### src/rtl/activation_result_writer.sv
// Writes activation-stage rows into the result BRAM at strided addresses and flags tile completion.
// Optional ACT_WRITER_PIPE_EN adds a second output register stage (2-cycle latency).
module activation_result_writer #(
   parameter int DESIGN_SIZE = 4,
   parameter int DWIDTH      = 8,
   parameter int AWIDTH      = 10,
   parameter int MASK_WIDTH  = DESIGN_SIZE
) (
   input  logic                          clk,
   input  logic                          reset,
   input  logic                          enable_writer,
   input  logic [AWIDTH-1:0]             base_address,
   input  logic [AWIDTH-1:0]             address_stride,
   input  logic [MASK_WIDTH-1:0]         validity_mask,
   input  logic                          in_data_available,
   input  logic [DESIGN_SIZE*DWIDTH-1:0] inp_data,
   output logic [AWIDTH-1:0]             bram_addr,
   output logic [DESIGN_SIZE*DWIDTH-1:0] bram_wdata,
   output logic [MASK_WIDTH-1:0]         bram_we,
   output logic                          done_write,
   output logic                          overflow
);

   // state   | meaning
   // S_IDLE  | waiting for enable_writer; base/stride latched on exit
   // S_WRITE | issuing one write per valid row
   // S_DONE  | tile complete; further rows dropped and flagged
   localparam int CW = $clog2(DESIGN_SIZE + 1);

   typedef enum logic [1:0] {S_IDLE, S_WRITE, S_DONE} state_t;

   state_t                        state, state_nxt;
   logic [AWIDTH-1:0]             next_addr;
   logic [AWIDTH-1:0]             stride;
   logic [CW-1:0]                 row_count;
   logic                          clear;
   logic                          issue;
   logic                          last_row;
   logic                          tile_done;
   logic [AWIDTH-1:0]             addr_s1;
   logic [DESIGN_SIZE*DWIDTH-1:0] data_s1;
   logic [MASK_WIDTH-1:0]         we_s1;

   always_ff @(posedge clk) begin
      if (reset) state <= S_IDLE;
      else       state <= state_nxt;
   end

   always_comb begin
      state_nxt = state;
      if (!enable_writer) begin
         state_nxt = S_IDLE;
      end else begin
         case (state)
            S_IDLE:  state_nxt = S_WRITE;
            S_WRITE: if (last_row) state_nxt = S_DONE;
            S_DONE:  state_nxt = S_DONE;
            default: state_nxt = S_IDLE;
         endcase
      end
   end

   always_comb begin
      clear     = reset || !enable_writer;
      issue     = (state == S_WRITE) && in_data_available;
      last_row  = issue && (row_count == CW'(DESIGN_SIZE - 1));
      tile_done = (state == S_DONE);
   end

   always_ff @(posedge clk) begin
      if (clear) begin
         next_addr <= '0;
         stride    <= '0;
         row_count <= '0;
         addr_s1   <= '0;
         data_s1   <= '0;
         we_s1     <= '0;
         overflow  <= 1'b0;
      end else begin
         if (state == S_IDLE) begin
            next_addr <= base_address;
            stride    <= address_stride;
            row_count <= '0;
         end
         if (issue) begin
            addr_s1   <= next_addr;
            data_s1   <= inp_data;
            next_addr <= next_addr + stride;
            row_count <= row_count + CW'(1);
         end
         we_s1 <= issue ? validity_mask : '0;
         if (tile_done && in_data_available) overflow <= 1'b1;
      end
   end

`ifdef ACT_WRITER_PIPE_EN
   // Second stage for BRAM placement; done is delayed alongside so it stays on the last strobe.
   always_ff @(posedge clk) begin
      if (clear) begin
         bram_addr  <= '0;
         bram_wdata <= '0;
         bram_we    <= '0;
         done_write <= 1'b0;
      end else begin
         bram_addr  <= addr_s1;
         bram_wdata <= data_s1;
         bram_we    <= we_s1;
         done_write <= tile_done;
      end
   end
`else
   always_comb begin
      bram_addr  = addr_s1;
      bram_wdata = data_s1;
      bram_we    = we_s1;
      done_write = tile_done;
   end
`endif

endmodule

### config.mk
export PLATFORM = sky130hd
export DESIGN_NAME = activation_result_writer
export DESIGN_NICKNAME = d
export VERILOG_FILES = /design/src/rtl/activation_result_writer.sv
export SDC_FILE = /design/constraint.sdc
export NUM_CORES = 1
export LEC_CHECK = 0
export CORE_ASPECT_RATIO = 1.2
export CORE_MARGIN = 2
export CORE_UTILIZATION = 35
export CTS_BUF_LIST = sky130_fd_sc_hd__clkbuf_2
export CTS_CLUSTER_SIZE = 14
export DETAILED_ROUTE_END_ITERATION = 6
export PLACE_DENSITY = 0.65
export SKIP_LAST_GASP = 1
export SLEW_MARGIN = 5
export SYNTH_ARGS = -nofsm -noshare
export SYNTH_HDL_FRONTEND = slang
export SYNTH_SLANG_ARGS = --single-unit
### constraint.sdc
create_clock -name clk -period 6.1 [get_ports clk]
set_clock_uncertainty 0.05 [all_clocks]
set_input_delay 1.22 -clock clk [delete_from_list [all_inputs] [get_ports clk]]
set_output_delay 1.22 -clock clk [all_outputs]
set_load 0.02 [all_outputs]
# Word level (Yosys, flattened, before mapping)
# Index checks and enable logic that the tools add are counted.
# word_totals
register_bits,72
out_inout_bits,48
inputBits,60
word_cells,31
# classes
n_addsub,2
eq_ne,4
bitwise_logic,2
reduce_logical,9
mux,6
# ops
cell,n
$mux 10,2
$add 10x10->10,1
$mux 3,2
$pmux 2 s3,1
$reduce_or 2->1,2
$add 3x1->3 const B,1
$eq 3x2->1 const B,1
$logic_and 1x1->1,3
$eq 2x1->1 const B,1
$eq 2x2->1 const B,1
$logic_not 2->1,1
$mux 2,1
$ne 2x2->1 const B,1
$not 1->1,2
$reduce_bool 2->1,1
$logic_not 1->1,1
$logic_or 1x1->1,1

# Depth between registers and ports, before layout
# depth
ltp_word,5
depth_mapped,7
ltp_nobuf,7

# Least setup slack after synthesis
# OpenSTA, ideal clock, no wires.
# synth_path
kind,input -> register
startpoint,input port reset
endpoint,register state[0]
path_slack_ps,3809
n_path_buf,3
setup_ps,128
arrival_time_ps,2113
cell_stages,5
t_required_ps,5922
cell_sequence,nand2b_1 -> clkbuf_1 -> clkbuf_1 -> clkbuf_1 -> nor2_1
# synth_via
elab_chain_cells,1
# synth_lines
element,line,text
from (decl),10,"input logic reset,"
$reduce_or 2->1 (no line),n/a,
to (signal assigned),46,else state <= state_nxt;
to (decl),32,"state_t state, state_nxt;"
# No other way between the ends.
# A chain may end at the register's enable or synchronous reset.

# Worst setup path in the final report
# layout_path
startpoint,register state[0]
endpoint,output port done_write
# layout_via
elab_chain_cells,1
# layout_lines
element,line,text
$eq 2x2->1,67,tile_done = (state == S_DONE);
to (decl),20,"output logic done_write,"
# No other way between the ends.

==> impl_metrics.py <==
metrics = {
    "timing": {
        "relSlewSlack": 0.243,
        "fmax_ghz": 0.333,
        "rsz0062_at_grt": "no",
        "tns_ns": 0,
        "finalCritPeriodShare": 0.492,
        "setup_violations": 0,
        "period_needed_ns": 3.00,
        "tightest_slew_ns": 1.13,
        "slew_violations": 0,
        "hold_viol": 0,
    },
    "setup_path": {
        "startpoint": "state[0]",
        "crit_end": "done_write",
        "worstPathCellList": "inv_1 > ha_1 > clkdlybuf4s50_1",
        "crit_path_max_fanout": 3,
        "crit_required_ns": 4.83,
        "cp-start-kind": "flop",
        "cpPeakStageDelay_ns": 0.63,
        "rrSetupSlack_ns": 3.87,
        "reg2regPathDepth": 7,
        "crit_slowest_cell": "clkdlybuf4s50_1",
        "crit_path_end_kind": "output pin",
        "critPathKind": "flop to output pin",
        "r2r-end": "next_addr[8]",
        "r2r_start": "next_addr[0]",
        "cp.arrival_ns": 1.73,
    },
    "layout": {
        "area_growth_pct": 41.9,
        "final_nets": 523,
        "final_cell_mix": "clkdlybuf4s50_1, nand2_1, dfxtp_1",
        "fin_area_um2": 4240,
        "drive_gt1_frac": 0.0487,
        "n_fill_cell": 810,
        "antenna_cells": 0,
        "final_util": 0.517,
        "final_common_cell": "clkdlybuf4s50_1",
    },
    "clocking": {
        "postCtsSetupBuffers": 0,
        "cts_tree": "done",
        "clock-root-buffer": "clkbuf_2",
        "htree_levels": 3,
        "cts_made_buffers": 9,
        "path_clk_slew_ns": 0.19,
        "cts-resized-gates": 0,
        "cts_hold_buf": 0,
        "cts.path.max_buffers": 2,
        "clock_sinks": 72,
        "clk_latency_ns": 0.51,
    },
    "synthesis": {
        "synth_fp_nets": 426,
        "synth.area.top_cells": "dfxtp_1, nand2_1, a21oi_1",
        "synth_top_area_frac": 0.483,
        "syn_area_um2": 2990,
        "yosysWarnings": 0,
        "synth_cells": 351,
        "synth.distinct_cells": 35,
        "yosysSeqAreaShare": 0.483,
        "yosysTopAreaCell": "dfxtp_1",
        "ys_seq_elements": 72,
        "synth.avg_cell_area_um2": 8.51,
    },
    "die": {
        "ios": 108,
        "core-area_um2": 8200,
        "fp.dieH_um": 105,
        "initial_utilization": 0.364,
        "dieWidth_um": 88.3,
        "dieArea_um2": 9290,
        "num_rows": 36,
    },
    "placed_design": {
        "portBuffers": 107,
        "placed_cell_area_um2": 4130,
        "dpl.hpwl_um": 5230,
        "gp_congestion": 0.792,
    },
    "grt": {
        "globalRoute.totalOverflow": 0,
        "grt_max_degree": 70,
        "grt_pass1_vias": 2541,
        "antenna_found_initial": 0,
        "grt_pass1_wl_um": 12000,
        "grtUsageTotal": 0.163,
    },
    "pwr": {
        "total_leakage_power_nw": 1.62,
        "power_mw": 0.875,
        "powerDensity_nw_per_um2": 207,
        "vdd_drop_max_mv": 0.103,
    },
    "detailed_routing": {
        "totalWireLength_um": 7510,
        "wl_per_cell_um": 13.3,
        "drtAntennaViolNets": 0,
        "drc": 0,
        "drt_iter0_drc": 149,
        "via_count": 2679,
        "first_pass_iters": 4,
        "avgViaCountPerCell": 4.73,
    },
    "flow_run": {
        "drv_cap": 0,
    },
    "min_path": {
        "hold_class": "flop to flop",
    },
    "status": {
        "status": "complete, no violations",
    },
}
-- worst max-delay path, delay by kind of cell (launching register included) --
family     cells  cell delay [ns]
fa+ha+maj      1             0.17
flops          1             0.36
buf+inv        2             0.71
-- logic make-up (layout without fill, tap and decap cells) --
logic type,after synthesis,in the layout,share of synthesized area
buffers and inverters,29,130,0.0381
adder cells (fa/ha/maj),15,15,0.0654
AO/OA/AOI/OAI,76,76,0.147
flip-flops,72,72,0.483
multiplexers,20,20,0.0674
AND/OR/NAND/NOR,132,132,0.179
XOR/XNOR,7,7,0.0205
-- state kept, by name, summed over array words and instances, names as in the netlist --
name	count
bram_wdata	32
bram_addr	10
next_addr	10
stride	10
bram_we	4
row_count	3
state	2
overflow	1
-- through the flow --
| step | hold slack, ns | worst slack [ns] | cells |
|---|---|---|---|
| 2_1_floorplan | 0.395 | 3.81 | 351 |
| 3_3_place_gp | 0.391 | 3.00 | 551 |
| 3_5_place_dp | 0.397 | 2.97 | 551 |
| 4_1_cts | 0.419 | 3.06 | 566 |
| 5_1_grt | 0.435 | 3.00 | 566 |
| 6_report | 0.416 | 3.10 | 566 |
-- how the worst min path moves through the flow --
stage / start / end / slack [ns] / cells after the start
finish: bram_wdata[3] / bram_wdata[3] / 0.42 / 2
global placement: bram_wdata[3] / bram_wdata[3] / 0.39 / 2
detailed placement: bram_wdata[0] / bram_wdata[0] / 0.40 / 2
CTS: bram_wdata[0] / bram_wdata[0] / 0.42 / 2
global route: bram_wdata[0] / bram_wdata[0] / 0.43 / 2
floorplan: next_addr[5] / bram_addr[5] / 0.39 / 2
-- power by group --
part	leakage [nW]	total (mW)	switching, mW	internal, mW
logic	0.981	0.126	0.0591	0.0665
registers	0.583	0.490	0.00803	0.482
clock network	0.0574	0.259	0.170	0.0898
total	1.62	0.875	0.237	0.638
-- layout make-up --
type | instances | area [µm²] | area share
Multi-Input combinational cell | 250 | 1440 | 0.339
Tap cell | 114 | 143 | 0.0337
Clock inverter | 6 | 61.3 | 0.0145
Clock buffer | 9 | 45.0 | 0.0106
Inverter | 6 | 22.5 | 0.00532
Timing Repair Buffer | 109 | 1090 | 0.256
Sequential cell | 72 | 1440 | 0.340
-- routing by layer --
metal  GRT usage  wire length [µm]  vias up
met5           0                 0        -
met4      0.0812               170        0
met3      0.0253               360       14
met2       0.272              3730       73
met1       0.198              3250     1213
li1            -                 -     1379
-- Yosys cell counts, drive strengths merged --
cell and n:
o21ai 1, o21a 1, or4 1, o31ai 2, mux2 1, nand2 90
buf 9, nor4 1, fa 1, and3 5, clkbuf 14, inv 6
o22ai 1, a21oi 53, nor2 26, nand2b 1, a31oi 3, nor3 2
a211oi 8, xnor2 6, a21o 3, a21boi 1, and2 1, mux2i 19
a41oi 1, dfxtp 72, ha 14, a221oi 2, xor2 1, nand3 1
nor2b 2, nand4 2
(Power assumes the default switching activity.)
